**src/rtl/hazard_scoreboard.sv**
```systemverilog
// hazard_scoreboard: D-stage hazard control for the 5-stage MIPS core.
// Tracks {valid, wa, tnew} for the E, M and W stages.
// It compares that scoreboard against the D-stage Tuse values.
// From that it produces the D-stage stall and the rs/rt forwarding selects.
// It also sequences the multiply/divide unit with a busy countdown.
//
// Ports:
//   clk, reset          rising-edge clock, synchronous active-high reset
//   flush               CP0 exception/eret flush, clears E and M entries
//   d_rs_addr/d_rt_addr D-stage source register numbers
//   d_tuse_rs/d_tuse_rt source Tuse (0..2), 3 = source not read
//   d_wa/d_we/d_tnew    D-stage destination, write enable, Tnew on entering E
//   d_is_md             D instruction touches the MD unit or HI/LO
//   d_md_start/d_md_div D instruction starts an MD op / the op is a divide
//   stall               freeze PC and F/D, bubble into E
//   fwd_rs_sel/rt_sel   0=GRF 1=E 2=M 3=W
//   md_busy             MD countdown non-zero
//
// Build option: define SCOREBOARD_MD_EN to include the MD countdown.
// Without it, md_busy is tied 0 and the MD inputs are ignored.
module hazard_scoreboard #(
    parameter int MULT_CYCLES = 5,
    parameter int DIV_CYCLES  = 10
) (
    input  logic       clk,
    input  logic       reset,
    input  logic       flush,
    input  logic [4:0] d_rs_addr,
    input  logic [4:0] d_rt_addr,
    input  logic [1:0] d_tuse_rs,
    input  logic [1:0] d_tuse_rt,
    input  logic [4:0] d_wa,
    input  logic       d_we,
    input  logic [1:0] d_tnew,
    input  logic       d_is_md,
    input  logic       d_md_start,
    input  logic       d_md_div,
    output logic       stall,
    output logic [1:0] fwd_rs_sel,
    output logic [1:0] fwd_rt_sel,
    output logic       md_busy
);

    logic       r_e_v;
    logic [4:0] r_e_wa;
    logic [1:0] r_e_tnew;
    logic       r_m_v;
    logic [4:0] r_m_wa;
    logic [1:0] r_m_tnew;
    // W entries always carry tnew 0, so only valid and wa are kept.
    logic       r_w_v;
    logic [4:0] r_w_wa;

    logic       w_md_stall;
    logic [2:0] w_rs;
    logic [2:0] w_rt;

    // Returns {stall, sel} for one source; the youngest match wins.
    function automatic logic [2:0] resolve(
        input logic [4:0] a,
        input logic [1:0] tuse
    );
        logic hit_e;
        logic hit_m;
        logic hit_w;
        logic [2:0] res;
        hit_e = r_e_v && (r_e_wa == a) && (a != 5'd0);
        hit_m = r_m_v && (r_m_wa == a) && (a != 5'd0);
        hit_w = r_w_v && (r_w_wa == a) && (a != 5'd0);
        res = 3'd0;
        if (tuse != 2'd3) begin
            if (hit_e) begin
                res[2]   = (r_e_tnew > tuse);
                res[1:0] = (r_e_tnew == 2'd0) ? 2'd1 : 2'd0;
            end else if (hit_m) begin
                res[2]   = (r_m_tnew > tuse);
                res[1:0] = (r_m_tnew == 2'd0) ? 2'd2 : 2'd0;
            end else if (hit_w) begin
                res = {1'b0, 2'd3};
            end
        end
        return res;
    endfunction

    always_comb begin
        w_rs = resolve(d_rs_addr, d_tuse_rs);
        w_rt = resolve(d_rt_addr, d_tuse_rt);
    end

    assign stall      = w_rs[2] | w_rt[2] | w_md_stall;
    assign fwd_rs_sel = w_rs[1:0];
    assign fwd_rt_sel = w_rt[1:0];

    always_ff @(posedge clk) begin
        if (reset) begin
            r_e_v    <= 1'b0;
            r_e_wa   <= 5'd0;
            r_e_tnew <= 2'd0;
            r_m_v    <= 1'b0;
            r_m_wa   <= 5'd0;
            r_m_tnew <= 2'd0;
            r_w_v    <= 1'b0;
            r_w_wa   <= 5'd0;
        end else begin
            // W always takes M's old content, even on a flush.
            r_w_v  <= r_m_v;
            r_w_wa <= r_m_wa;
            r_m_wa <= r_e_wa;
            r_m_tnew <= (r_e_tnew == 2'd0) ? 2'd0 : r_e_tnew - 2'd1;
            r_e_wa   <= d_wa;
            r_e_tnew <= d_tnew;
            if (flush) begin
                r_m_v <= 1'b0;
                r_e_v <= 1'b0;
            end else begin
                r_m_v <= r_e_v;
                r_e_v <= d_we & ~stall;
            end
        end
    end

`ifdef SCOREBOARD_MD_EN
    localparam logic [4:0] LP_MULT = 5'(MULT_CYCLES);
    localparam logic [4:0] LP_DIV  = 5'(DIV_CYCLES);

    logic [4:0] r_md_cnt;

    assign w_md_stall = d_is_md & (r_md_cnt != 5'd0);
    assign md_busy    = (r_md_cnt != 5'd0);

    // Flush does not abort an in-flight MD operation.
    always_ff @(posedge clk) begin
        if (reset) begin
            r_md_cnt <= 5'd0;
        end else if (d_md_start & ~stall & ~flush) begin
            r_md_cnt <= d_md_div ? LP_DIV : LP_MULT;
        end else if (r_md_cnt != 5'd0) begin
            r_md_cnt <= r_md_cnt - 5'd1;
        end
    end
`else
    logic w_unused_md;

    assign w_unused_md = ^{d_is_md, d_md_start, d_md_div};
    assign w_md_stall  = 1'b0;
    assign md_busy     = 1'b0;
`endif

endmodule

```
**config.mk**
```make
export PLATFORM = sky130hd
export DESIGN_NAME = hazard_scoreboard
export DESIGN_NICKNAME = d
export VERILOG_FILES = /design/src/rtl/hazard_scoreboard.sv
export SDC_FILE = /design/constraint.sdc
export NUM_CORES = 1
export LEC_CHECK = 0
export CORE_UTILIZATION = 35
export CTS_CLUSTER_DIAMETER = 120
export DETAILED_ROUTE_END_ITERATION = 8
export SETUP_SLACK_MARGIN = 0.02
export SLEW_MARGIN = 30
export SYNTH_ARGS = -nofsm -noshare
export SYNTH_HDL_FRONTEND = slang
export SYNTH_SLANG_ARGS = --single-unit
```
**constraint.sdc**
```tcl
create_clock -name clk -period 2.07 [get_ports clk]
set_input_delay 0.3105 -clock clk [delete_from_list [all_inputs] [get_ports clk]]
set_output_delay 0.3105 -clock clk [all_outputs]
set_load 0.05 [all_outputs]
```
==> impl_metrics.ini, run 1 <==
[route]
m1WireLength_mm = 1.26
firstDrtPassIters = 4
wl_mm = 3.21
final_antenna_net_count = 0
vias = 1152
routed.top_layer = met4
route.detailed.drc = 0
dr_wl_met3_um = 177
dr_wl_met2_mm = 1.69
avgViaCountPerCell = 4.97
wl_per_cell_um = 13.8
drt_iter0_drc = 22

[timing]
fmax_ghz = 0.456
setup-violations-final = 5
setup_tns_ps = -304
hold_viol = 0
rsz0062_at_grt = yes
slew_violations = 0
layout_min_cycle_time_ps = 2190
fin_ws_ps = -121
fin_crit_sh = 1.06
skew_ps = 4.28
holdWs_ps = 426

[cts]
cts_tree = yes
holdBufCountCts = 0
clock-root-buffer = clkbuf_8
clock_sinks = 22
clk_pin_slew_ps = 80
cts-htree-levels = 1
clk_latency_ps = 260
clockBufferDepth = 2
cts_buffers = 3

[hold_path]
min_to = r_m_tnew[0]$_SDFF_PP0_
min_path_type = flop to flop
whs_path_depth = 1
hp-start = r_e_tnew[0]$_SDFF_PP0_

[floorplan]
num_rows = 21
start_util = 0.377
die_area_sq_um = 3950
die_y_um = 62.9
fp.coreArea_sq_um = 3440
die_width_um = 62.9
io_pins = 34

[setup_path]
crit_type = input pin to primary output
cp_slowest_cell = or3_4
worstPathBufferInverterCount = 2
reg2reg_slack_ps = 370
reg2reg_from = r_e_wa[4]$_SDFF_PP0_
required_ps = 1760
startpoint = d_rt_addr[0]
critPathCaptureType = primary output
slowest_delay_ps = 410
critPathLaunchType = input pin
path_delay_family = simple AND/OR/NAND/NOR gates
r2r_cells = 5
worstReg2RegEnd = r_e_v$_SDFF_PP0_
cp_data_arrival_time_ps = 1880
cp_cell_sequence = clkdlybuf4s15_2, xnor2_1, nand2_1, or3_4, o32a_1, nand3_2, buf_12
crit_fanout = 4

[placement]
dp_hpwl_mm = 2.42
port-buffer-count = 29
place.gp.congestion = 0.850
place_ws_ps = -521
place_area_sq_um = 1770

[layout]
final_layout_size_suffix_gt1_frac = 0.398
syn_to_final_growth_pct = 55.7
antenna_cells = 0
final_util = 0.587
design_area_sq_um = 2020
nets = 224

[run_status]
violations = negative setup slack
status = finished, violations left

[power_and_ir_drop]
powerDensity_nw_per_um2 = 534
p_leak_nw = 0.819
ir_drop_v = 0.000433

[grt]
grt_max_degree = 21
antenna_found_initial = 0
grt.total_usage = 0.172
grt_pass1_wl_mm = 5.26
grt_overflow = 0
grt_pass1_vias = 1218

[synthesis]
ys_types = 27
async_flop_share = 0
yosys.cell_count.top_type = dfxtp_1
synth_fp_nets = 182
post_synth.cell_area_avg_sq_um = 8.95
syn_inst = 145
synth_top_area_cell = dfxtp_1
yosys_warnings = 0
synthTopCellsByArea = dfxtp_1 (34%), xnor2_1 (14%), nor2b_1 (9.2%), ha_1 (8.7%), xor2_1 (6.8%)
ys_seq_elements = 22
synth_ff_type = dfxtp_1
seq_area_frac_synth = 0.339
synth_edf_count = 0
netlist_area_sq_um = 1300
synth_top_area_frac = 0.339
netlist_top_cells_count = dfxtp_1 (22), xnor2_1 (20), nor2b_1 (19)

[flow_run]
cap_viol_max_count = 0
==> cell type report <==
type | count | area, sq um
multi-input combinational | 112 | 995
fill | 304 | 1420
timing repair buffer | 40 | 402
sequential | 22 | 465
clock inverter | 1 | 30.0
clock buffer | 3 | 41.3
tap | 46 | 57.6
inverter | 8 | 30.0
==> routing by layer <==
metal | GRT usage | vias to the layer above
li1 | - | 567
met1 | 0.181 | 544
met2 | 0.317 | 33
met3 | 0.0639 | 8
met4 | 0.0436 | 0
met5 | 0 | -
==> worst max path at each step <==
| stage | end | slack, ps | cells after the start |
|---|---|---|---|
| after floorplan | fwd_rs_sel[0] | 90 | 5 |
| after global placement | fwd_rt_sel[0] | -540 | 7 |
| after detailed placement | fwd_rt_sel[0] | -520 | 7 |
| after CTS | stall | -110 | 6 |
| after global routing | stall | -200 | 6 |
| final | stall | -120 | 7 |
==> sequential cells by signal (all words and copies together), names as in the netlist <==
| signal | cells |
|---|---|
| r_m_v | 1 |
| r_w_v | 1 |
| r_m_tnew | 2 |
| r_e_tnew | 2 |
| r_w_wa | 5 |
| r_e_wa | 5 |
| r_e_v | 1 |
| r_m_wa | 5 |
==> metrics by stage <==
step	std cells	power [mW]
after floorplan	145	0.565
after global placement	227	0.656
after detailed placement	227	0.662
after CTS	232	1.07
after global routing	232	1.13
final	232	1.08
==> timing repair <==
item | CTS | global route
gates resized for setup | 62 | 23
pin swaps | 14 | 10
cloned | 0 | 0
buffers inserted | 1 | 0
endpoints found under the setup margin | 5 | 5
==> placed cells by master, fill, tap and decap left out, drive strengths merged <==
master	synthesis	layout
a2111oi	2	2
a21oi	9	9
and2	3	3
and3b	2	2
and4b	1	1
buf	1	20
bufinv	0	1
clkbuf	2	4
clkdlybuf4s15	0	5
clkdlybuf4s50	0	12
conb	1	1
dfxtp	22	22
dlygate4sd2	0	2
ha	9	9
inv	8	8
mux2i	2	2
nand2	11	11
nand3	1	1
nand4	6	6
nor2	6	6
nor2b	19	19
nor3	2	2
nor4	2	2
o211ai	1	1
o32a	1	1
or3	1	1
or4	3	3
xnor2	20	20
xor2	10	10
==> power breakdown <==
part / internal, mW / switching (mW)
Sequential: 0.440 / 0.0208
Combinational: 0.117 / 0.101
Clock: 0.258 / 0.142
Total: 0.815 / 0.264
==> logic make-up (layout without fill, tap and decap cells) <==
logic type / Yosys count / count (layout) / share of synthesized area
flip-flops: 22 / 22 / 0.339
multiplexers: 2 / 2 / 0.0154
adder cells (fa/ha/maj): 9 / 9 / 0.0868
other: 1 / 1 / 0.00289
XOR/XNOR: 30 / 30 / 0.203
AND/OR/NAND/NOR: 57 / 57 / 0.257
buffers and inverters: 11 / 52 / 0.0347
AO/OA/AOI/OAI: 13 / 13 / 0.0617
Note: power is estimated with default switching activity, not from simulation.
==> run 2, diff against run 1 <==
--- a/config.mk
+++ b/config.mk
@@ -5,6 +5,7 @@
 export SDC_FILE = /design/constraint.sdc
 export NUM_CORES = 1
 export LEC_CHECK = 0
+export CAP_MARGIN = 25
 export CORE_UTILIZATION = 35
 export CTS_CLUSTER_DIAMETER = 120
 export DETAILED_ROUTE_END_ITERATION = 8
@@ -13,3 +14,4 @@
 export SYNTH_ARGS = -nofsm -noshare
 export SYNTH_HDL_FRONTEND = slang
 export SYNTH_SLANG_ARGS = --single-unit
+export TNS_END_PERCENT = 50
==> impl_metrics.ini, run 2 (synthesis gave the netlist of run 1 again) <==
[run_status]
status = finished, violations left
violations = negative setup slack

[placement]
dp_hpwl_mm = 2.42
place.gp.congestion = 0.870
port-buffer-count = 29
place_area_sq_um = 1760

[cts]
clock_sinks = 22
cts_tree = yes
clock-root-buffer = clkbuf_8
clk_pin_slew_ps = 80
clk_latency_ps = 260
cts-htree-levels = 1
clockBufferDepth = 2
cts_buffers = 3
holdBufCountCts = 0

[setup_path]
reg2reg_from = r_e_wa[1]$_SDFF_PP0_
r2r_cells = 5
cp_data_arrival_time_ps = 1880
required_ps = 1760
crit_fanout = 4
reg2reg_slack_ps = 390
worstReg2RegEnd = r_e_v$_SDFF_PP0_
critPathCaptureType = primary output
critPathLaunchType = input pin
crit_type = input pin to primary output

[timing]
hold_viol = 0
holdWs_ps = 426
slew_violations = 0
skew_ps = 3.05
setup-violations-final = 5
fmax_ghz = 0.456
fin_crit_sh = 1.06
fin_ws_ps = -121
layout_min_cycle_time_ps = 2190
rsz0062_at_grt = yes

[layout]
nets = 224
final_layout_size_suffix_gt1_frac = 0.344
fillers = 331
design_area_sq_um = 1930
syn_to_final_growth_pct = 49.1
final_cell_mix = xnor2_1 (19), nor2b_1 (19), clkdlybuf4s50_1 (13)
antenna_cells = 0
final_util = 0.562
largestRegisters = r_e_wa: 5 flops, r_m_wa: 5 flops, r_w_wa: 5 flops

[power_and_ir_drop]
seqPwrFrac = 0.476
p_int_mw = 0.722
p_sw_mw = 0.247
switching_share = 0.255
p_leak_nw = 0.770
combPwrFrac = 0.210
pwr-share-clk = 0.314
powerDensity_nw_per_um2 = 501
ir_drop_v = 0.000371

[route]
wl_mm = 2.99
final_antenna_net_count = 0
route.detailed.drc = 0
firstDrtPassIters = 2
vias = 1114
wl_per_cell_um = 12.9
avgViaCountPerCell = 4.80
drt_iter0_drc = 18

[floorplan]
die_y_um = 62.9
num_rows = 21
die_width_um = 62.9
die_area_sq_um = 3950
start_util = 0.377
fp.coreArea_sq_um = 3440
io_pins = 34

[grt]
grt_max_degree = 13
grt_overflow = 0
grt_pass1_vias = 1121
antenna_found_initial = 0
grt_pass1_wl_mm = 4.87
grt.total_usage = 0.159
grt_use_met2 = 0.292
grt_util_met3 = 0.0292
grt_use_met1 = 0.179
top_usage_layer = met2

[flow_run]
cap_viol_max_count = 0

[hold_path]
min_path_type = flop to flop
min_to = r_m_tnew[0]$_SDFF_PP0_
whs_path_depth = 1
hp-start = r_e_tnew[0]$_SDFF_PP0_
-- run 2: cell count changes in the layout (fill, tap and decap cells not counted), moves of 2 or more --
cell      delta
dfxtp_4      -3
clkbuf_2     +2
xnor2_1      +6
xnor2_2      -6
buf_2        -2
dfxtp_1      +2
-- run 2: area by class of cell --
| type | count | area (sq um) | area share |
|---|---|---|---|
| clock buffers | 4 | 55.1 | 0.0285 |
| inverters | 8 | 30.0 | 0.0155 |
| multi-input cells | 112 | 935 | 0.483 |
| flip-flops and latches | 22 | 455 | 0.235 |
| well taps | 46 | 57.6 | 0.0298 |
| repair buffers | 40 | 402 | 0.208 |
-- run 2: per-layer routing --
layer  vias up  share of wire  routed length, um
met5         -              0                  0
met4         0          0.014                 42
met1       513           0.42               1250
li1        564              -                  -
met3         8          0.038                113
met2        29           0.53               1580
-- run 2: repair_timing --
action	in CTS	in global routing
pin swaps	12	7
setup buffers	0	1
gates resized for setup	45	21
gates cloned	0	0
endpoints found under the setup margin	5	5
-- run 2: worst max-delay path by stage --
stage / start / endpoint / slack, ps / cells after the start
floorplan: d_rs_addr[1] / fwd_rs_sel[1] / -60 / 5
global placement: d_rt_addr[0] / stall / -430 / 7
detailed placement: d_rt_addr[2] / stall / -450 / 7
CTS: d_rs_addr[3] / fwd_rs_sel[0] / -150 / 8
global route: r_m_wa[2]$_SDFF_PP0_ / fwd_rs_sel[0] / -180 / 8
finish: d_rs_addr[1] / stall / -120 / 7
-- run 2: power groups by stage --
stage / sequential (mW) / combinational, mW / clock (mW)
floorplan: 0.463 / 0.102 / 0
global placement: 0.467 / 0.186 / 0
detailed placement: 0.468 / 0.192 / 0
CTS: 0.459 / 0.194 / 0.315
global route: 0.463 / 0.227 / 0.335
finish: 0.461 / 0.204 / 0.304
-- run 2: metrics by stage --
step           worst slack, ps  setup TNS [ps]  power [mW]  cells
6_report                  -121            -435       0.968    232
5_1_grt                   -180            -787        1.03    232
4_1_cts                   -152            -523       0.968    231
3_5_place_dp              -454           -2320       0.660    227
3_3_place_gp              -426           -2140       0.653    227
2_1_floorplan            -62.0            -110       0.564    145
-- run 2: critical path, stage by stage --
cell and delay, ps:
clkdlybuf4s15_2 230, or4_4 550, nor2_2 150, or4_4 180, o32a_1 190, nand3_2 110, buf_12 160
